**config.mk**
```make
export PLATFORM = sky130hd
export DESIGN_NAME = nn_stream_player_flat
export DESIGN_NICKNAME = d
export VERILOG_FILES = /design/src/rtl/nn_stream_player_if.sv /design/src/rtl/nn_stream_player.sv /design/src/flat_wrapper.sv
export SDC_FILE = /design/constraint.sdc
export NUM_CORES = 2
export LEC_CHECK = 0
export BUFFER_PORTS_ARGS = -buffer_cell sky130_fd_sc_hd__buf_4
export CORE_MARGIN = 1.5
export CORE_UTILIZATION = 50
export DETAILED_ROUTE_END_ITERATION = 10
export PLACE_DENSITY_LB_ADDON = 0.1
export SYNTH_ARGS = -nofsm -noshare
export SYNTH_HDL_FRONTEND = slang
export SYNTH_SLANG_ARGS = --single-unit
```
**constraint.sdc**
```tcl
create_clock -name clk -period 5.1 [get_ports clk]
set_clock_uncertainty 0.15 [all_clocks]
set_input_delay 0.255 -clock clk [delete_from_list [all_inputs] [get_ports clk]]
set_output_delay 0.255 -clock clk [all_outputs]
set_load 0.1 [all_outputs]
```
**src/rtl/nn_stream_player_if.sv**
```systemverilog
`default_nettype none
// ============================================================================
//  Module   : nn_stream_player_if
//  Purpose  : Buffer-write, control and output-stream signals of the
//             nn_stream_player, bundled with driver/player modports.
//  Revision : 1.0  initial release
// ============================================================================
interface nn_stream_player_if #(
  parameter int WIDTH = 32,
  parameter int DEPTH = 64,
  parameter int CNTW  = 16
);
  localparam int AW = $clog2(DEPTH);

  logic             wr_vld;
  logic [AW-1:0]    wr_addr;
  logic [WIDTH-1:0] wr_data;
  logic             start;
  logic             abort;
  logic [AW:0]      length;
  logic [CNTW-1:0]  repeat_cnt;
  logic [WIDTH-1:0] out_data;
  logic             out_vld;
  logic             out_rdy;
  logic             out_fst;
  logic             out_lst;
  logic             busy;
  logic             done;
  logic [CNTW-1:0]  pass_cnt;

  // Side that loads the buffer, controls playback and consumes the stream
  modport master (
    output wr_vld, wr_addr, wr_data, start, abort, length, repeat_cnt, out_rdy,
    input  out_data, out_vld, out_fst, out_lst, busy, done, pass_cnt
  );

  // The player itself
  modport slave (
    input  wr_vld, wr_addr, wr_data, start, abort, length, repeat_cnt, out_rdy,
    output out_data, out_vld, out_fst, out_lst, busy, done, pass_cnt
  );
endinterface
`default_nettype wire

```
**src/rtl/nn_stream_player.sv**
```systemverilog
`default_nettype none
// ============================================================================
//  Module   : nn_stream_player
//  Purpose  : Loadable word buffer replayed as a valid/ready stream with
//             first/last markers, pass counting, continuous mode and abort.
//  Revision : 1.0  initial release
// ============================================================================
module nn_stream_player #(
  parameter int WIDTH = 32,
  parameter int DEPTH = 64,
  parameter int CNTW  = 16
) (
  input  logic              clk,
  input  logic              reset,
  nn_stream_player_if.slave bus
);
  localparam int AW = $clog2(DEPTH);

  typedef enum logic [1:0] {
    ST_IDLE  = 2'd0,
    ST_PLAY  = 2'd1,
    ST_DRAIN = 2'd2
  } state_t;

  state_t           state_q, state_d;
  logic [WIDTH-1:0] mem_q [DEPTH];
  logic [AW-1:0]    rd_ptr_q, rd_ptr_d;
  logic [AW:0]      len_q, len_d;
  logic [CNTW-1:0]  rep_q, rep_d;
  logic [CNTW-1:0]  lpass_q, lpass_d;     // passes whose last word has been loaded
  logic [CNTW-1:0]  pass_cnt_q, pass_cnt_d;
  logic [WIDTH-1:0] out_data_q, out_data_d;
  logic             out_vld_q, out_vld_d;
  logic             out_fst_q, out_fst_d;
  logic             out_lst_q, out_lst_d;
  logic             done_q, done_d;

  logic             xfer;
  logic             load;
  logic             at_last;
  logic             len_ok;

  assign xfer    = out_vld_q & bus.out_rdy;
  assign load    = ~out_vld_q | bus.out_rdy;
  assign at_last = ({1'b0, rd_ptr_q} == (len_q - (AW+1)'(1)));
  assign len_ok  = (bus.length != '0) && (bus.length <= (AW+1)'(DEPTH));

  // Buffer write port; not reset. Reads use the pre-edge contents, so a
  // same-address read/write in one cycle returns the old word.
  always_ff @(posedge clk) begin
    if (bus.wr_vld) mem_q[bus.wr_addr] <= bus.wr_data;
  end

  // State and output registers
  always_ff @(posedge clk or posedge reset) begin
    if (reset) begin
      state_q    <= ST_IDLE;
      rd_ptr_q   <= '0;
      len_q      <= '0;
      rep_q      <= '0;
      lpass_q    <= '0;
      pass_cnt_q <= '0;
      out_data_q <= '0;
      out_vld_q  <= 1'b0;
      out_fst_q  <= 1'b0;
      out_lst_q  <= 1'b0;
      done_q     <= 1'b0;
    end else begin
      state_q    <= state_d;
      rd_ptr_q   <= rd_ptr_d;
      len_q      <= len_d;
      rep_q      <= rep_d;
      lpass_q    <= lpass_d;
      pass_cnt_q <= pass_cnt_d;
      out_data_q <= out_data_d;
      out_vld_q  <= out_vld_d;
      out_fst_q  <= out_fst_d;
      out_lst_q  <= out_lst_d;
      done_q     <= done_d;
    end
  end

  // Next-state logic: playback sequencing, pass counting and abort override
  always_comb begin
    state_d    = state_q;
    rd_ptr_d   = rd_ptr_q;
    len_d      = len_q;
    rep_d      = rep_q;
    lpass_d    = lpass_q;
    pass_cnt_d = pass_cnt_q;
    out_data_d = out_data_q;
    out_vld_d  = out_vld_q;
    out_fst_d  = out_fst_q;
    out_lst_d  = out_lst_q;
    done_d     = 1'b0;

    // A transfer counts even when abort arrives in the same cycle
    if (xfer && out_lst_q) pass_cnt_d = pass_cnt_q + CNTW'(1);

    case (state_q)
      ST_IDLE: begin
        if (bus.start && !bus.abort && len_ok) begin
          len_d      = bus.length;
          rep_d      = bus.repeat_cnt;
          rd_ptr_d   = '0;
          lpass_d    = '0;
          pass_cnt_d = '0;
          state_d    = ST_PLAY;
        end
      end
      ST_PLAY: begin
        if (load) begin
          out_data_d = mem_q[rd_ptr_q];
          out_vld_d  = 1'b1;
          out_fst_d  = (rd_ptr_q == '0);
          out_lst_d  = at_last;
          if (at_last) begin
            rd_ptr_d = '0;
            lpass_d  = lpass_q + CNTW'(1);
            // Finite mode: the final word is now in the output register
            if ((rep_q != '0) && (lpass_q + CNTW'(1) == rep_q)) state_d = ST_DRAIN;
          end else begin
            rd_ptr_d = rd_ptr_q + AW'(1);
          end
        end
      end
      ST_DRAIN: begin
        if (xfer) begin
          done_d    = 1'b1;
          out_vld_d = 1'b0;
          out_fst_d = 1'b0;
          out_lst_d = 1'b0;
          state_d   = ST_IDLE;
        end
      end
      default: state_d = ST_IDLE;
    endcase

    if (bus.abort) begin
      state_d   = ST_IDLE;
      out_vld_d = 1'b0;
      out_fst_d = 1'b0;
      out_lst_d = 1'b0;
      done_d    = 1'b0;
    end
  end

  assign bus.out_data = out_data_q;
  assign bus.out_vld  = out_vld_q;
  assign bus.out_fst  = out_fst_q;
  assign bus.out_lst  = out_lst_q;
  assign bus.busy     = (state_q != ST_IDLE);
  assign bus.done     = done_q;
  assign bus.pass_cnt = pass_cnt_q;

endmodule
`default_nettype wire

```
**src/flat_wrapper.sv**
```systemverilog
// flat-port wrapper written by rule: the top's interface ports become plain ports
module nn_stream_player_flat 
#(
  parameter int WIDTH = 32,
  parameter int DEPTH = 64,
  parameter int CNTW  = 16
)
  (clk, reset, bus_wr_vld, bus_wr_addr, bus_wr_data, bus_start, bus_abort, bus_length, bus_repeat_cnt, bus_out_rdy, bus_out_data, bus_out_vld, bus_out_fst, bus_out_lst, bus_busy, bus_done, bus_pass_cnt);
  nn_stream_player_if #(.WIDTH(WIDTH), .DEPTH(DEPTH), .CNTW(CNTW)) bus_i ();
  input  logic clk;
  input  logic reset;
  input wire logic [$bits(bus_i.wr_vld)-1:0] bus_wr_vld;
  input wire logic [$bits(bus_i.wr_addr)-1:0] bus_wr_addr;
  input wire logic [$bits(bus_i.wr_data)-1:0] bus_wr_data;
  input wire logic [$bits(bus_i.start)-1:0] bus_start;
  input wire logic [$bits(bus_i.abort)-1:0] bus_abort;
  input wire logic [$bits(bus_i.length)-1:0] bus_length;
  input wire logic [$bits(bus_i.repeat_cnt)-1:0] bus_repeat_cnt;
  input wire logic [$bits(bus_i.out_rdy)-1:0] bus_out_rdy;
  output wire logic [$bits(bus_i.out_data)-1:0] bus_out_data;
  output wire logic [$bits(bus_i.out_vld)-1:0] bus_out_vld;
  output wire logic [$bits(bus_i.out_fst)-1:0] bus_out_fst;
  output wire logic [$bits(bus_i.out_lst)-1:0] bus_out_lst;
  output wire logic [$bits(bus_i.busy)-1:0] bus_busy;
  output wire logic [$bits(bus_i.done)-1:0] bus_done;
  output wire logic [$bits(bus_i.pass_cnt)-1:0] bus_pass_cnt;
  assign bus_i.wr_vld = bus_wr_vld;
  assign bus_i.wr_addr = bus_wr_addr;
  assign bus_i.wr_data = bus_wr_data;
  assign bus_i.start = bus_start;
  assign bus_i.abort = bus_abort;
  assign bus_i.length = bus_length;
  assign bus_i.repeat_cnt = bus_repeat_cnt;
  assign bus_i.out_rdy = bus_out_rdy;
  assign bus_out_data = bus_i.out_data;
  assign bus_out_vld = bus_i.out_vld;
  assign bus_out_fst = bus_i.out_fst;
  assign bus_out_lst = bus_i.out_lst;
  assign bus_busy = bus_i.busy;
  assign bus_done = bus_i.done;
  assign bus_pass_cnt = bus_i.pass_cnt;
  nn_stream_player #(.WIDTH(WIDTH), .DEPTH(DEPTH), .CNTW(CNTW)) u_core (.clk(clk), .reset(reset), .bus(bus_i));
endmodule
```
; Word level (Yosys, flattened, before mapping)
; Memory sizes are Yosys's and may differ from the RTL's. A register that Yosys moved wholly into a read port is not among the register bits.
; Index checks and enable logic that the tools add are counted.
[classes]
addsub = 4
n_div = 0
shifts = 0
n_bitwise = 3
order_cmp = 1
n_mux = 33
n_eq_ne = 12
mul = 0
n_reduce_logical = 19
[ops]
columns = op, n
row1 = $mux W16, 6
row2 = $add A16 B1 Y16 const B, 2
row3 = $pmux W16 S2, 1
row4 = $mux W6, 3
row5 = $eq A16 B16 Y1, 1
row6 = $reduce_bool A16 Y1, 1
row7 = $ne A3 B2 Y1 const B, 5
row8 = $mux W1, 12
row9 = $mux W2, 6
row10 = $pmux W6 S2, 1
row11 = $eq A6 B7 Y1, 1
row12 = $le A7 B7 Y1 const B, 1
row13 = $reduce_bool A7 Y1, 1
row14 = $sub A7 B1 Y7 const B, 1
row15 = $add A6 B1 Y6 const B, 1
row16 = $logic_not A6 Y1, 1
row17 = $ne A2 B1 Y1 const B, 3
row18 = $pmux W1 S2, 3
row19 = $pmux W2 S3, 1
row20 = $reduce_and A3 Y1, 2
row21 = $logic_and A1 B1 Y1, 5
row22 = $reduce_and A5 Y1, 1
row23 = $reduce_and A2 Y1, 2
row24 = $reduce_and A4 Y1, 1
row25 = 9 further kinds, 10
[word_totals]
out_inout_bits = 53
inputBits = 67
mem_bits_ro = 0
regBits = 67
latch_bits = 0
memories = 1
mem_bits_rw = 2048
[memory_table]
columns = name, words, word_bits, read_ports, rd_ports_with_merged_regs, wr, line_no
row1 = u_core.mem_q, 64, 32, 1, 1, 1, nn_stream_player.sv:26  ; logic [WIDTH-1:0] mem_q [DEPTH];

; Longest topological paths before layout
[depth]
ltp_word = 8
mapped_depth = 12

; Worst setup path after synthesis
; No wires, ideal clock.
[synth_timing]
kind = input to register
start = in bus_wr_addr[3]
end = mem u_core.mem_q[48][0], enable pin
arrival_ns = 2.954
setup_slack_ns = 1.535
stages = 4
path_buffers = 1
setup_time_ns = 0.461
path_cell_list = clkbuf_1 -> nor2b_1 -> nand4b_1 -> nor3_1
[synth_lines]
columns = element, line_no
row1 = "start, declared", flat_wrapper.sv:13  ; input wire logic [$bits(bus_i.wr_addr)-1:0] bus_wr_addr;
row2 = "end, declared", nn_stream_player.sv:26
; Straight into the memory's write port.

==> impl_results.md <==
* Area grow syn2layout at 15.5%
* Synth Area in Compound Gates at 0.635%
* Gate Count Post-Synth at 3451
* First-pass GRT wire length at 311000 um
* Most instantiated library cell after synthesis: edfxtp_1
* FF+latch count, synth at 2147
* CTS H-Tree Depth at 4
* PwrDens at 486 nW/um^2
* Seq/Total Area, Yosys at 77.3%
* CP Max Fanout at 29
* Total Negative Setup Slacks at 0 ps
* CP required at 5660 ps
* Met1 Use GR at 38.3%
* Mapped Area at 82700 sq um
* Cell Rows at 149
* Final Hold Vio Count at 0
* Post-Synth XOR/XNOR Area at 0.455%
* Worst r2r src: u_core.rd_ptr_q[0]
* Iteration-0 DRC count of the detailed router at 5371
* Post-synth top cells: 2048 x edfxtp_1, 671 x mux4_2, 102 x clkbuf_1, 99 x dfrtp_1, 97 x nor2_1
* Routed wire length at 223000 um
* Vias/cell at 6.40
* Maximum vdd drop at 505 uV
* GP Congestion at 0.802
* Switching share of power at 27.0%
* Type of origin of the critical path: register
* Final slew viol count at 0
* LEAKAGE at 29.6 nW
* Wire length per cell at 35.9 um
* Die height at 410 um
* Crit path launch: u_core.rd_ptr_q[0]
* Multiplexer area fraction after synthesis at 19.0%
* Net switching power at 12.5 mW
* # nets final at 3897
* Fmax at 273 MHz
* Number of global-route vias before repair at 40400
* Initial DRT Pass Iterations at 5
* Yosys cell types at 56
* Clock Sinks at 2147
* Total track usage at 26.8%
* Clock tree root buffer cell: clkbuf_16
* Post-Synth Adder-Cell Area at 0.0756%
* Top cells by area, synth: edfxtp_1 74%, mux4_2 18%, dfrtp_1 3.0%
* Worst slew margin at 14.4%
* Met3 GRT Util at 5.24%
* Yosys warnings at 0
* CP Class: reg -> reg
* Finish-stage setup viols at 0
* Final HPWL from detailed placement at 119000 um
* Clk buf depth at 3
* Int Pwr at 33.9 mW
* GRT overflow at 0
* Crit path arrival time at 4230 ps
* Met2 usage at 43.0%
* Worst hold path type: in -> async
* Combinational share of power at 22.6%
* Port Buf Inserts at 119
* Residual DRC at 0
* Clock power frac at 33.7%
* Largest family of logic cells by synthesized area: multiplexers
* CP endpoint kind: register
* Ys flop type: edfxtp_1
* Post-synth net total at 3523
* Layout cells sized above 1 at 34.0%
* Largest net degree at the start of global routing at 72
* Post-DRT Antenna Nets at 0
* Initial Util at 50.3%
* Place WS at 1420 ps
* # IOs at 120
* Mean Syn Cell Area at 24.0 sq um
* Sequential share of power at 43.7%
* Worst-path clk slew at 60 ps
* Chip width at 410 um
* R2R depth at 6
* Synth async-reset ratio at 4.61%
* Yosys top cell area share at 74.3%
* Initial antenna violation count at 10
* CTS buffer count at 212
* Most Crowded Layer GR: met2
* Minimum clock period at 3660 ps
* RSZ-0062 raised after global routing: no
* Dominant cell type by area after synthesis: edfxtp_1
* Outcome: finished, final reports clean
* Setup slack after layout at 1440 ps
* Post-synth EDFFs at 2048
* Max-Cap Viols at 0
* Slew @ Worst Pin at 1280 ps
* Core Area at 165000 sq um
* Clock Latency Late Sink at 850 ps
* Die Area at 168000 sq um
* Period utilization at 71.9%
* # fillers at 11600
* CTS tree: done
* FF+latch area at 64000 sq um
* Area of the multi-input gates at 18400 sq um
* Core Util, Final at 58.0%
* Simple logic cell fraction of the synthesized area at 1.47%
* Via count at 39700
## stage by stage
| stage | instance area, sq um | hold slack (ps) | total power, mW | cells |
|---|---|---|---|---|
| floorplan | 82700 | 204 | 28.1 | 3451 |
| global placement | 87800 | 336 | 31.1 | 5720 |
| detailed placement | 87800 | 341 | 31.3 | 5720 |
| CTS | 95500 | 6.92 | 46.8 | 6199 |
| global route | 95500 | 56.7 | 47.9 | 6199 |
| finish | 95500 | 13.0 | 46.5 | 6201 |
## layout make-up
cell class	instances	share of cell area, %
Timing Repair Buffer	340	3.52
Antenna cell	2	0.00524
Clock buffer	275	5.99
Inverter	13	0.0537
Sequential cell	2147	67.0
Tap cell	2189	2.87
Multi-Input combinational cell	1111	19.3
Clock inverter	124	1.30
## worst paths after layout
path                                           end  slack (ps)
setup reg to reg           u_core.bus.out_data[18]        1440
hold / removal             u_core.bus.pass_cnt[11]          10
max in group asynchronous  u_core.bus.out_data[16]        3660
setup / recovery           u_core.bus.out_data[18]        1440
min in group clk                   u_core.len_q[0]          50
hold reg to reg             u_core.bus.out_data[7]         380
## registers in the layout, summed over array words and instances, names as in the netlist
signal and flops:
u_core.mem_q 2048, u_core.bus.out_data 32, u_core.bus.pass_cnt 16, u_core.lpass_q 16, u_core.rep_q 16, u_core.len_q 7
u_core.rd_ptr_q 6, u_core.state_q 2, u_core.bus.done 1, u_core.bus.out_fst 1, u_core.bus.out_lst 1, u_core.bus.out_vld 1
## cells in the final DEF (no fill, tap or decap), types with 23 or more instances in the layout
master / count
mux4_2: 671
bufinv_16: 23
clkbuf_16: 216
nor2_4: 62
clkbuf_1: 49
buf_12: 49
nand2_1: 40
clkinv_1: 47
o21ai_0: 29
dlygate4sd3_1: 80
edfxtp_1: 2048
buf_4: 211
nand3_1: 24
mux2_2: 53
nor2_1: 35
dfrtp_1: 93
clkinv_2: 35
xnor2_1: 23
## worst max-delay path, cell delays in order (launching register included)
cell	delay (ps)
dfrtp_4	880
buf_12	360
buf_12	220
mux4_2	520
mux4_2	530
mux4_2	480
mux2_2	270
## power by group through the flow
| stage | registers [mW] | clock network, mW | logic (mW) |
|---|---|---|---|
| global route | 20.4 | 16.5 | 11.1 |
| CTS | 20.3 | 15.8 | 10.6 |
| detailed placement | 20.7 | 0 | 10.6 |
| global placement | 20.7 | 0 | 10.4 |
| floorplan | 21.2 | 0 | 6.87 |
| finish | 20.3 | 15.7 | 10.5 |
## cells by family after synthesis
kind of cell,after synthesis
DFF,2147
muxes,729
and+or+nand+nor,253
buffers and inverters,193
AOI/OAI and AO/OA,81
xor gates and xnor gates,43
adders and majority gates,5
## timing repair
item | in CTS | in global routing
hold buffers | 80 | 0
endpoints found under the hold margin | 2256 | 0
buffers inserted | 0 | 0
resized for setup | 0 | 0
## metal layers
layer,share of wire (%),vias to the layer above
met4,2.3,4
met3,8.2,305
met2,49,1891
met1,41,21900
li1,-,15600
met5,0.012,-
(Power assumes the default switching activity.)
